`config.mk`:
```
export PLATFORM = sky130hd
export DESIGN_NAME = pcpi_seq_mul
export DESIGN_NICKNAME = d
export VERILOG_FILES = /design/src/rtl/pcpi_seq_mul.sv
export SDC_FILE = /design/constraint.sdc
export NUM_CORES = 1
export LEC_CHECK = 0
export ABC_AREA = 1
export BUFFER_PORTS_ARGS = -buffer_cell sky130_fd_sc_hd__buf_2
export CAP_MARGIN = 15
export CELL_PAD_IN_SITES_DETAIL_PLACEMENT = 0
export CELL_PAD_IN_SITES_GLOBAL_PLACEMENT = 2
export CORE_AREA = 3 3 235 237
export DETAILED_ROUTE_END_ITERATION = 16
export DIE_AREA = 0 0 238 240
export PLACE_DENSITY_LB_ADDON = 0.12
export SETUP_SLACK_MARGIN = 0.5
export SYNTH_ARGS = -nofsm -noshare
export SYNTH_HDL_FRONTEND = slang
export SYNTH_SLANG_ARGS = --single-unit
```
`constraint.sdc`:
```
create_clock -name clk -period 7.6 [get_ports clk]
set_input_delay 0.76 -clock clk [delete_from_list [all_inputs] [get_ports clk]]
set_output_delay 0.76 -clock clk [all_outputs]
set_load 0.02 [all_outputs]
```
`src/rtl/pcpi_seq_mul.sv`:
```
// pcpi_seq_mul: sequential RV32M multiplier (MUL, MULH, MULHSU, MULHU) on the
// PCPI bus. A shift-add datapath with a 64-bit accumulator retires STEPS
// product bits per cycle. All outputs come straight from registers.
//
// Build option: PCPI_SEQ_MUL_ZERO_FASTPATH_EN
//   defined   - a zero operand goes straight from IDLE to DONE with result 0
//   undefined - every operation takes the full 64/STEPS + 1 cycles
//
// state | meaning
// IDLE  | waiting for a matching request, no outputs asserted
// RUN   | shift-add in progress, pcpi_wait high
// DONE  | result on pcpi_rd, one-cycle pcpi_ready / pcpi_wr pulse
module pcpi_seq_mul #(
  parameter int STEPS = 1
) (
  input  logic        clk,
  input  logic        reset,
  input  logic        pcpi_valid,
  input  logic [31:0] pcpi_insn,
  input  logic [31:0] pcpi_rs1,
  input  logic [31:0] pcpi_rs2,
  output logic        pcpi_wr,
  output logic [31:0] pcpi_rd,
  output logic        pcpi_wait,
  output logic        pcpi_ready
);

  // Counter value during the final RUN cycle; the counter advances by STEPS.
  localparam logic [6:0] LAST_CNT = 7'(64 - STEPS);
  localparam logic [6:0] CNT_STEP = 7'(STEPS);

  typedef enum logic [1:0] {
    S_IDLE = 2'd0,
    S_RUN  = 2'd1,
    S_DONE = 2'd2
  } state_t;

  state_t      r_state;
  logic        r_guard;
  logic        r_hi;
  logic [6:0]  r_cnt;
  logic [63:0] r_a;
  logic [63:0] r_b;
  logic [63:0] r_acc;
  logic        r_wait;
  logic        r_ready;
  logic [31:0] r_rd;

  logic [2:0]  w_funct3;
  logic        w_match;
  logic        w_sign_a;
  logic        w_sign_b;
  logic        w_start;
  logic        w_fast;
  logic [63:0] w_ext_a;
  logic [63:0] w_ext_b;
  logic [63:0] w_acc_nxt;
  logic        w_unused_insn;

  // Decode: only funct3 000..011 of the M-extension OP encoding are ours;
  // DIV/REM (funct3[2]=1) are left for another coprocessor.
  assign w_funct3 = pcpi_insn[14:12];
  assign w_match  = (pcpi_insn[6:0] == 7'b0110011) &&
                    (pcpi_insn[31:25] == 7'b0000001) &&
                    !w_funct3[2];
  assign w_sign_a = (w_funct3[1:0] == 2'b01) || (w_funct3[1:0] == 2'b10);
  assign w_sign_b = (w_funct3[1:0] == 2'b01);
  assign w_ext_a  = {{32{w_sign_a & pcpi_rs1[31]}}, pcpi_rs1};
  assign w_ext_b  = {{32{w_sign_b & pcpi_rs2[31]}}, pcpi_rs2};
  // The guard stops a still-high pcpi_valid from relaunching the same op.
  assign w_start  = pcpi_valid && w_match && !r_guard;

  // Register fields and rs numbers play no part in the computation.
  assign w_unused_insn = ^{pcpi_insn[24:15], pcpi_insn[11:7]};

`ifdef PCPI_SEQ_MUL_ZERO_FASTPATH_EN
  assign w_fast = (w_ext_a == 64'd0) || (w_ext_b == 64'd0);
`else
  assign w_fast = 1'b0;
`endif

  // Add STEPS partial products: bit i of the multiplier selects A << i.
  always_comb begin
    w_acc_nxt = r_acc;
    for (int i = 0; i < STEPS; i++) begin
      if (r_b[i]) begin
        w_acc_nxt = w_acc_nxt + (r_a << i);
      end
    end
  end

  // Sequencer and datapath registers, including the registered outputs.
  always_ff @(posedge clk or posedge reset) begin
    if (reset) begin
      r_state <= S_IDLE;
      r_guard <= 1'b0;
      r_hi    <= 1'b0;
      r_cnt   <= '0;
      r_a     <= '0;
      r_b     <= '0;
      r_acc   <= '0;
      r_wait  <= 1'b0;
      r_ready <= 1'b0;
      r_rd    <= '0;
    end else begin
      r_guard <= 1'b0;
      case (r_state)
        S_IDLE: begin
          if (w_start) begin
            r_a   <= w_ext_a;
            r_b   <= w_ext_b;
            r_acc <= '0;
            r_cnt <= '0;
            r_hi  <= (w_funct3 != 3'b000);
            if (w_fast) begin
              r_state <= S_DONE;
              r_ready <= 1'b1;
              r_rd    <= '0;
            end else begin
              r_state <= S_RUN;
              r_wait  <= 1'b1;
            end
          end
        end
        S_RUN: begin
          if (!pcpi_valid) begin
            // Core withdrew the request: drop the partial product silently.
            r_state <= S_IDLE;
            r_wait  <= 1'b0;
          end else begin
            r_acc <= w_acc_nxt;
            r_a   <= r_a << STEPS;
            r_b   <= r_b >> STEPS;
            r_cnt <= r_cnt + CNT_STEP;
            if (r_cnt == LAST_CNT) begin
              r_state <= S_DONE;
              r_wait  <= 1'b0;
              r_ready <= 1'b1;
              r_rd    <= r_hi ? w_acc_nxt[63:32] : w_acc_nxt[31:0];
            end
          end
        end
        S_DONE: begin
          r_state <= S_IDLE;
          r_ready <= 1'b0;
          r_rd    <= '0;
          r_guard <= 1'b1;
        end
        default: begin
          r_state <= S_IDLE;
          r_wait  <= 1'b0;
          r_ready <= 1'b0;
          r_rd    <= '0;
        end
      endcase
    end
  end

  assign pcpi_wait  = r_wait;
  assign pcpi_ready = r_ready;
  assign pcpi_wr    = r_ready;
  assign pcpi_rd    = r_rd;

endmodule

```
==> summary.txt, run 1 <==
Pwr
  • Peak supply drop: 191 uV
  • Comb power frac: 3.9%
  • Power Density: 155 nW/um^2
  • Internal power: 0.00221 W
  • Switch Pwr: 0.000694 W
  • Seq pwr share: 43.6%
  • Sw Ratio: 23.9%
  • Clock power share: 52.5%
  • Leakage: 10.7 nW

Critical path
  • Max stage delay on crit path: 1.03 ns
  • Cell chain of the critical path: inv_2 > nor2_4 > nand2_2 > inv_2 > buf_4 > nor2_4 > inv_6 > nand4_2 > o211ai_1
  • Worst Setup Path Type: flip-flop to flip-flop
  • CP startpoint kind: flip-flop
  • Critical Path Stages: 9
  • R2R depth: 9
  • Worst EP arrival: 4.57 ns
  • CP Capture Type: flip-flop
  • Bufs and invs on worst path: 4
  • Worst r2r src: r_state[0]
  • Crit-path slowest cell: nand4_2
  • Crit-path max FO: 125
  • R2r setup slk: 3.51 ns
  • WP data required: 8.08 ns
  • CP delay by family, top: simple AND/OR/NAND/NOR gates
  • R2R Path End: r_a[63]

Clock network
  • Hold buffers post-CTS: 0
  • Root Buffer: clkbuf_16
  • Setup bufs post-CTS: 0
  • CTS buffer count: 31
  • CTS-repair resized insts: 0
  • Reg clk slew, reported paths: 0.06 ns
  • Clk sinks: 237
  • Max Root-Sink Buffers: 3
  • H-tree levels: 1
  • CTS tree: built
  • Later-pin clock latency in the skew report: 0.59 ns

Finish
  • Area delta synth->final: 13.2%
  • Filler instances: 5884
  • Share of cells above drive strength 1: 8.30%
  • Commonest non-fill, non-tap cell in the layout: nand2_1
  • Most frequent cells in the layout: nand2_1, inv_1, dfrtp_1
  • Fin area: 18700 sq um
  • Nets: 2744
  • Final Core Density: 35.0%

Synthesis
  • Ys async rst share: 100%
  • Syn_nets: 2667
  • Sequential cell area fraction in the yosys report: 35.9%
  • Synthesized cell area: 16500 sq um
  • Avg Synthesized Cell Area: 6.61 sq um
  • Synth Register Bits: 237
  • Ys Warns: 0
  • Syn Inst Count: 2501
  • Library cells used by synthesis: 46
  • Ys flop type: dfrtp_1
  • EDFF count, synth: 0

Timing
  • Final setup violating endpoints: 0
  • Final hold viol count: 0
  • Slew @ Worst Pin: 1.06 ns
  • Slew margin rel.: 29.0%
  • Unrepaired setup endpoints after global routing: no
  • Clock Skews: 0.0133 ns
  • Minimum clock period: 4.09 ns
  • Fmax: 0.244 GHz
  • Setup_tns: 0 ns
  • Final period utilization: 53.8%
  • Final slew viol count: 0
  • Hold Slack: 0.243 ns

Detailed routing
  • Met1 WL: 28.8 mm
  • Vias/cell: 4.82
  • Met2 WL post-DR: 27.1 mm
  • Routed Antenna Nets: 0
  • DR DRC count: 0
  • Met3 wire length: 3.24 mm
  • WL final: 61.0 mm
  • Drt wl/cell: 18.5 um
  • Highest metal used: met5
  • Total number of vias: 15.9k
  • DRT Pass-1 Iters: 5
  • Initial DRC count: 1093

Flow run
  • Max-Cap Viols: 0

Place
  • Placer congestion estimate: 0.918
  • IO Port Bufs: 118
  • Final HPWL DP: 46.4 mm
  • Area of placed instances: 17700 sq um

GRT
  • Total track usage: 21.5%
  • First-pass GRT wire length: 93.9 mm
  • Pin count of the biggest net entering global routing: 149
  • Vias in the first global route: 15.9k
  • Grt ovf: 0
  • Antenna violations before repair: 2

Floorplan
  • Initial core utilization: 30.9%
  • Area of the core: 53500 sq um
  • Vert. Die Dim: 240 um
  • Io pins: 134
  • Die Footprint: 57100 sq um
  • Site row count: 85
  • Die Wd: 238 um

Hold path
  • Hold Crit Class: input port to async pin

Outcome
  • Status: finished clean
## logic make-up (layout without fill, tap and decap cells)
kind of cell / count (synthesis) / after routing / share of synthesized area, %
AOI/OAI and AO/OA: 375 / 375 / 13.7
xor gates and xnor gates: 21 / 21 / 1.11
adders and majority gates: 67 / 67 / 5.12
buffers and inverters: 509 / 610 / 12.3
DFF: 237 / 237 / 35.9
muxes: 1 / 1 / 0.0606
other: 0 / 2 / 0
and+or+nand+nor: 1291 / 1291 / 31.7
## Yosys cell counts (all sizes together) (18+ instances only)
library cell	number	area, sq um
a21oi	112	561
buf	52	320
clkbuf	36	135
dfrtp	237	5930
ha	66	826
inv	419	1580
nand2	938	3530
nand3	140	706
nor2	155	612
nor3	26	165
o211ai	64	480
o21ai	118	591
o221ai	32	280
xor2	18	158
## worst max-delay path by stage
stage	start	end	slack (ns)
after global routing	r_state[0]	r_a[63]	3.09
after floorplan	reset	pcpi_rd[0]	3.73
after global placement	pcpi_valid	r_a[63]	3.17
after detailed placement	pcpi_valid	r_a[63]	3.15
after CTS	r_state[0]	r_a[63]	3.47
final	r_state[0]	r_a[63]	3.51
## metrics by stage
step	instances	total power, W	setup WS (ns)
4_1_cts	3298	0.00295	3.47
2_1_floorplan	2501	0.00135	3.73
3_3_place_gp	3241	0.00140	3.17
6_report	3300	0.00290	3.51
5_1_grt	3298	0.00302	3.09
3_5_place_dp	3241	0.00140	3.15
## worst reg2reg max path: cells and delay by family (launching register included)
kind / cells / cell delay, ns
AND/OR/NAND/NOR: 4 / 1.74
buffers and inverters: 4 / 1.45
flip-flops: 1 / 0.40
AO/OA/AOI/OAI: 1 / 0.40
## flip-flops by register name, summed over array words and instances (netlist names), 2 cells and up
register and flops:
r_acc 64, pcpi_rd 32, r_cnt 7, r_a 64, r_b 64, r_state 2
## metal layers
metal / up-vias / track usage (%)
li1: 8062 / -
met3: 76 / 4.04
met5: - / 0
met4: 4 / 6.56
met1: 7410 / 29.5
met2: 338 / 34.5
## power groups by stage
| stage | combinational [W] | clock [W] | sequential [W] |
|---|---|---|---|
| floorplan | 0.0000618 | 0 | 0.00129 |
| global placement | 0.000115 | 0 | 0.00129 |
| detailed placement | 0.000116 | 0 | 0.00129 |
| CTS | 0.000116 | 0.00157 | 0.00127 |
| global route | 0.000129 | 0.00162 | 0.00126 |
| finish | 0.000112 | 0.00153 | 0.00127 |
## cell type report
type                    count  area [sq um]  share of cell area [%]
well taps                 696           871                    4.66
repair buffers            132           708                    3.79
clock buffers              40           840                    4.49
flip-flops and latches    237          5930                    31.7
multi-input cells        1755          8550                    45.7
diodes                      2          5.00                  0.0268
clock inverters            17           198                    1.06
inverters                 421          1590                    8.51
Note: power is estimated with default switching activity, not from simulation.
==> run 2: changes to the inputs <==
CORE_AREA = 3 3 225 227   (was 3 3 235 237)
DIE_AREA = 0 0 228 230   (was 0 0 238 240)
clock period = 4 ns   (was 7.6 ns; I/O delays follow)
==> summary.txt, run 2 (same netlist as run 1, synthesis figures left out) <==
Outcome
  • Status: finished clean

Timing
  • Slew @ Worst Pin: 0.990 ns (-0.0730 ns)
  • Minimum clock period: 2.92 ns (-1.17 ns)
  • Final slew viol count: 0 (unchanged)
  • Final hold viol count: 0 (unchanged)
  • Slew margin rel.: 34.0% (+5.0 points)
  • Final period utilization: 73.1% (+19 points)
  • Setup_tns: 0 ns (unchanged)
  • Unrepaired setup endpoints after global routing: no
  • Clock Skews: 0.0310 ns (+0.0178 ns)
  • Hold Slack: 0.0747 ns (-0.169 ns)
  • Fmax: 0.342 GHz (+40%)
  • Final setup violating endpoints: 0 (unchanged)

Critical path
  • Crit-path max FO: 5 (-96%)
  • WP data required: 4.46 ns (-3.62 ns)
  • Worst EP arrival: 3.39 ns (-1.18 ns)
  • CP startpoint kind: flip-flop
  • CP Capture Type: flip-flop
  • Worst Setup Path Type: flip-flop to flip-flop

Clock network
  • CTS-repair resized insts: 0 (unchanged)
  • Setup bufs post-CTS: 0 (unchanged)
  • Max Root-Sink Buffers: 3 (unchanged)
  • Reg clk slew, reported paths: 0.06 ns (about the same)
  • CTS tree: built
  • Hold buffers post-CTS: 1 (+1)
  • Clk sinks: 237 (unchanged)
  • Later-pin clock latency in the skew report: 0.59 ns (about the same)
  • H-tree levels: 1 (unchanged)
  • Root Buffer: clkbuf_16
  • CTS buffer count: 30 (-3.2%)

Place
  • Placer congestion estimate: 0.922 (+0.45%)
  • # placed instances: 3218 (-0.71%)
  • IO Port Bufs: 118 (unchanged)
  • Final HPWL DP: 46.3 mm (-0.40%)

Finish
  • Share of cells above drive strength 1: 8.48% (+0.18 points)
  • ANT cells: 0 (-2)
  • Multi-input gate area: 8550 sq um (unchanged)
  • Area delta synth->final: 13.4%
  • Nets: 2753 (+0.33%)
  • Final non-filler cell total: 3270 (-0.91%)
  • Most frequent cells in the layout: nand2_1, inv_1, dfrtp_1
  • Register area: 5930 sq um (unchanged)
  • Filler instances: 5435 (-7.6%)
  • Commonest non-fill, non-tap cell in the layout: nand2_1
  • Biggest regs: r_a (64), r_acc (64), r_b (64)

GRT
  • First-pass GRT wire length: 93.4 mm (-0.55%)
  • Vias in the first global route: 15.4k (-2.9%)
  • Total track usage: 23.0% (+1.5 points)
  • Antenna violations before repair: 1 (-1)
  • Grt ovf: 0 (unchanged)
  • Pin count of the biggest net entering global routing: 157 (+5.4%)

Floorplan
  • Area of the core: 48800 sq um (-8.7%)
  • Vert. Die Dim: 230 um (-4.2%)
  • Io pins: 134 (unchanged)
  • Die Footprint: 52400 sq um (-8.2%)
  • Site row count: 81 (-4.7%)
  • Die Wd: 228 um (-4.2%)
  • Initial core utilization: 33.8% (+2.9 points)

Pwr
  • Total power: 0.00543 W (+87%)
  • Peak supply drop: 301 uV (+58%)
  • Leakage: 10.8 nW (+0.39%)
  • Power Density: 290 nW/um^2 (+87%)

Flow run
  • Max-Cap Viols: 0 (unchanged)

Detailed routing
  • Drt wl/cell: 18.5 um (+0.28%)
  • Initial DRC count: 1134 (+3.8%)
  • Total number of vias: 15.8k (-0.58%)
  • DRT Pass-1 Iters: 5 (unchanged)
  • Routed Antenna Nets: 0 (unchanged)
  • Vias/cell: 4.83 (+0.33%)
  • WL final: 60.6 mm (-0.63%)
  • DR DRC count: 0 (unchanged)

Hold path
  • Hold Crit Class: input port to flip-flop
[run 2: cell count changes in the layout (fill, tap and decap cells not counted)]
cell           before  now
buf_12              1    4
buf_4              13   19
bufinv_16           4    3
clkbuf_1            6    4
clkbuf_8            3    5
clkinv_2           10    5
clkinvlp_4          3    2
diode_2             2    0
dlygate4sd3_1       0    1
inv_2               8    9
[run 2: path summary, 6_finish.rpt]
| kind | start | to | slack, ns | cells past startpoint |
|---|---|---|---|---|
| max | r_a[8] | pcpi_rd[18] | 1.08 | 14 |
| min reg2reg | pcpi_rd[29] | pcpi_rd[29] | 0.47 | 2 |
| min | pcpi_rs1[0] | r_a[0] | 0.07 | 3 |
| min in group asynchronous | reset | r_guard | 0.51 | 4 |
| max in group asynchronous | reset | r_acc[23] | 2.59 | 4 |
| max reg2reg | r_a[8] | pcpi_rd[18] | 1.08 | 14 |
[run 2: cell type report]
cell class                 instances  area share [%]
tap                              664            4.44
clock buffer                      40            4.59
sequential                       237            31.7
clock inverter                    11           0.748
inverter                         421            8.48
multi-input combinational       1755            45.7
timing repair buffer             142            4.40
[run 2: critical path: stages, from the launching register on]
cell     delay, ns
dfrtp_1       0.39
ha_1          0.36
nand2_2       0.16
inv_1         0.05
a21oi_1       0.30
nand3_1       0.33
nand2_1       0.13
nand2_1       0.16
xor2_1        0.19
nand2_1       0.09
nand3_1       0.13
nand2_1       0.08
inv_1         0.05
nand2_1       0.29
nand2_1       0.10
[run 2: routing by layer]
metal | up-vias | global-route usage [%] | routed length (um)
met2 | 325 | 37.0 | 26800
met5 | - | 0 | 15
li1 | 8064 | - | -
met1 | 7351 | 33.2 | 29700
met3 | 56 | 3.42 | 3090
met4 | 2 | 4.06 | 1010
[run 2: power by group]
part	switching, W	internal, W	leakage [nW]
clock network	0.00113	0.00168	0.493
logic	0.000147	0.0000678	7.54
registers	0.00000214	0.00240	2.73
total	0.00127	0.00415	10.8
[run 2: per-stage QoR]
stage,utilization [%],setup WS [ns],cell area [sq um]
floorplan,-,0.494,16500
global placement,36.3,1.02,17700
detailed placement,36.3,1.02,17700
CTS,38.3,1.02,18700
global route,38.3,0.748,18700
finish,38.3,1.08,18700
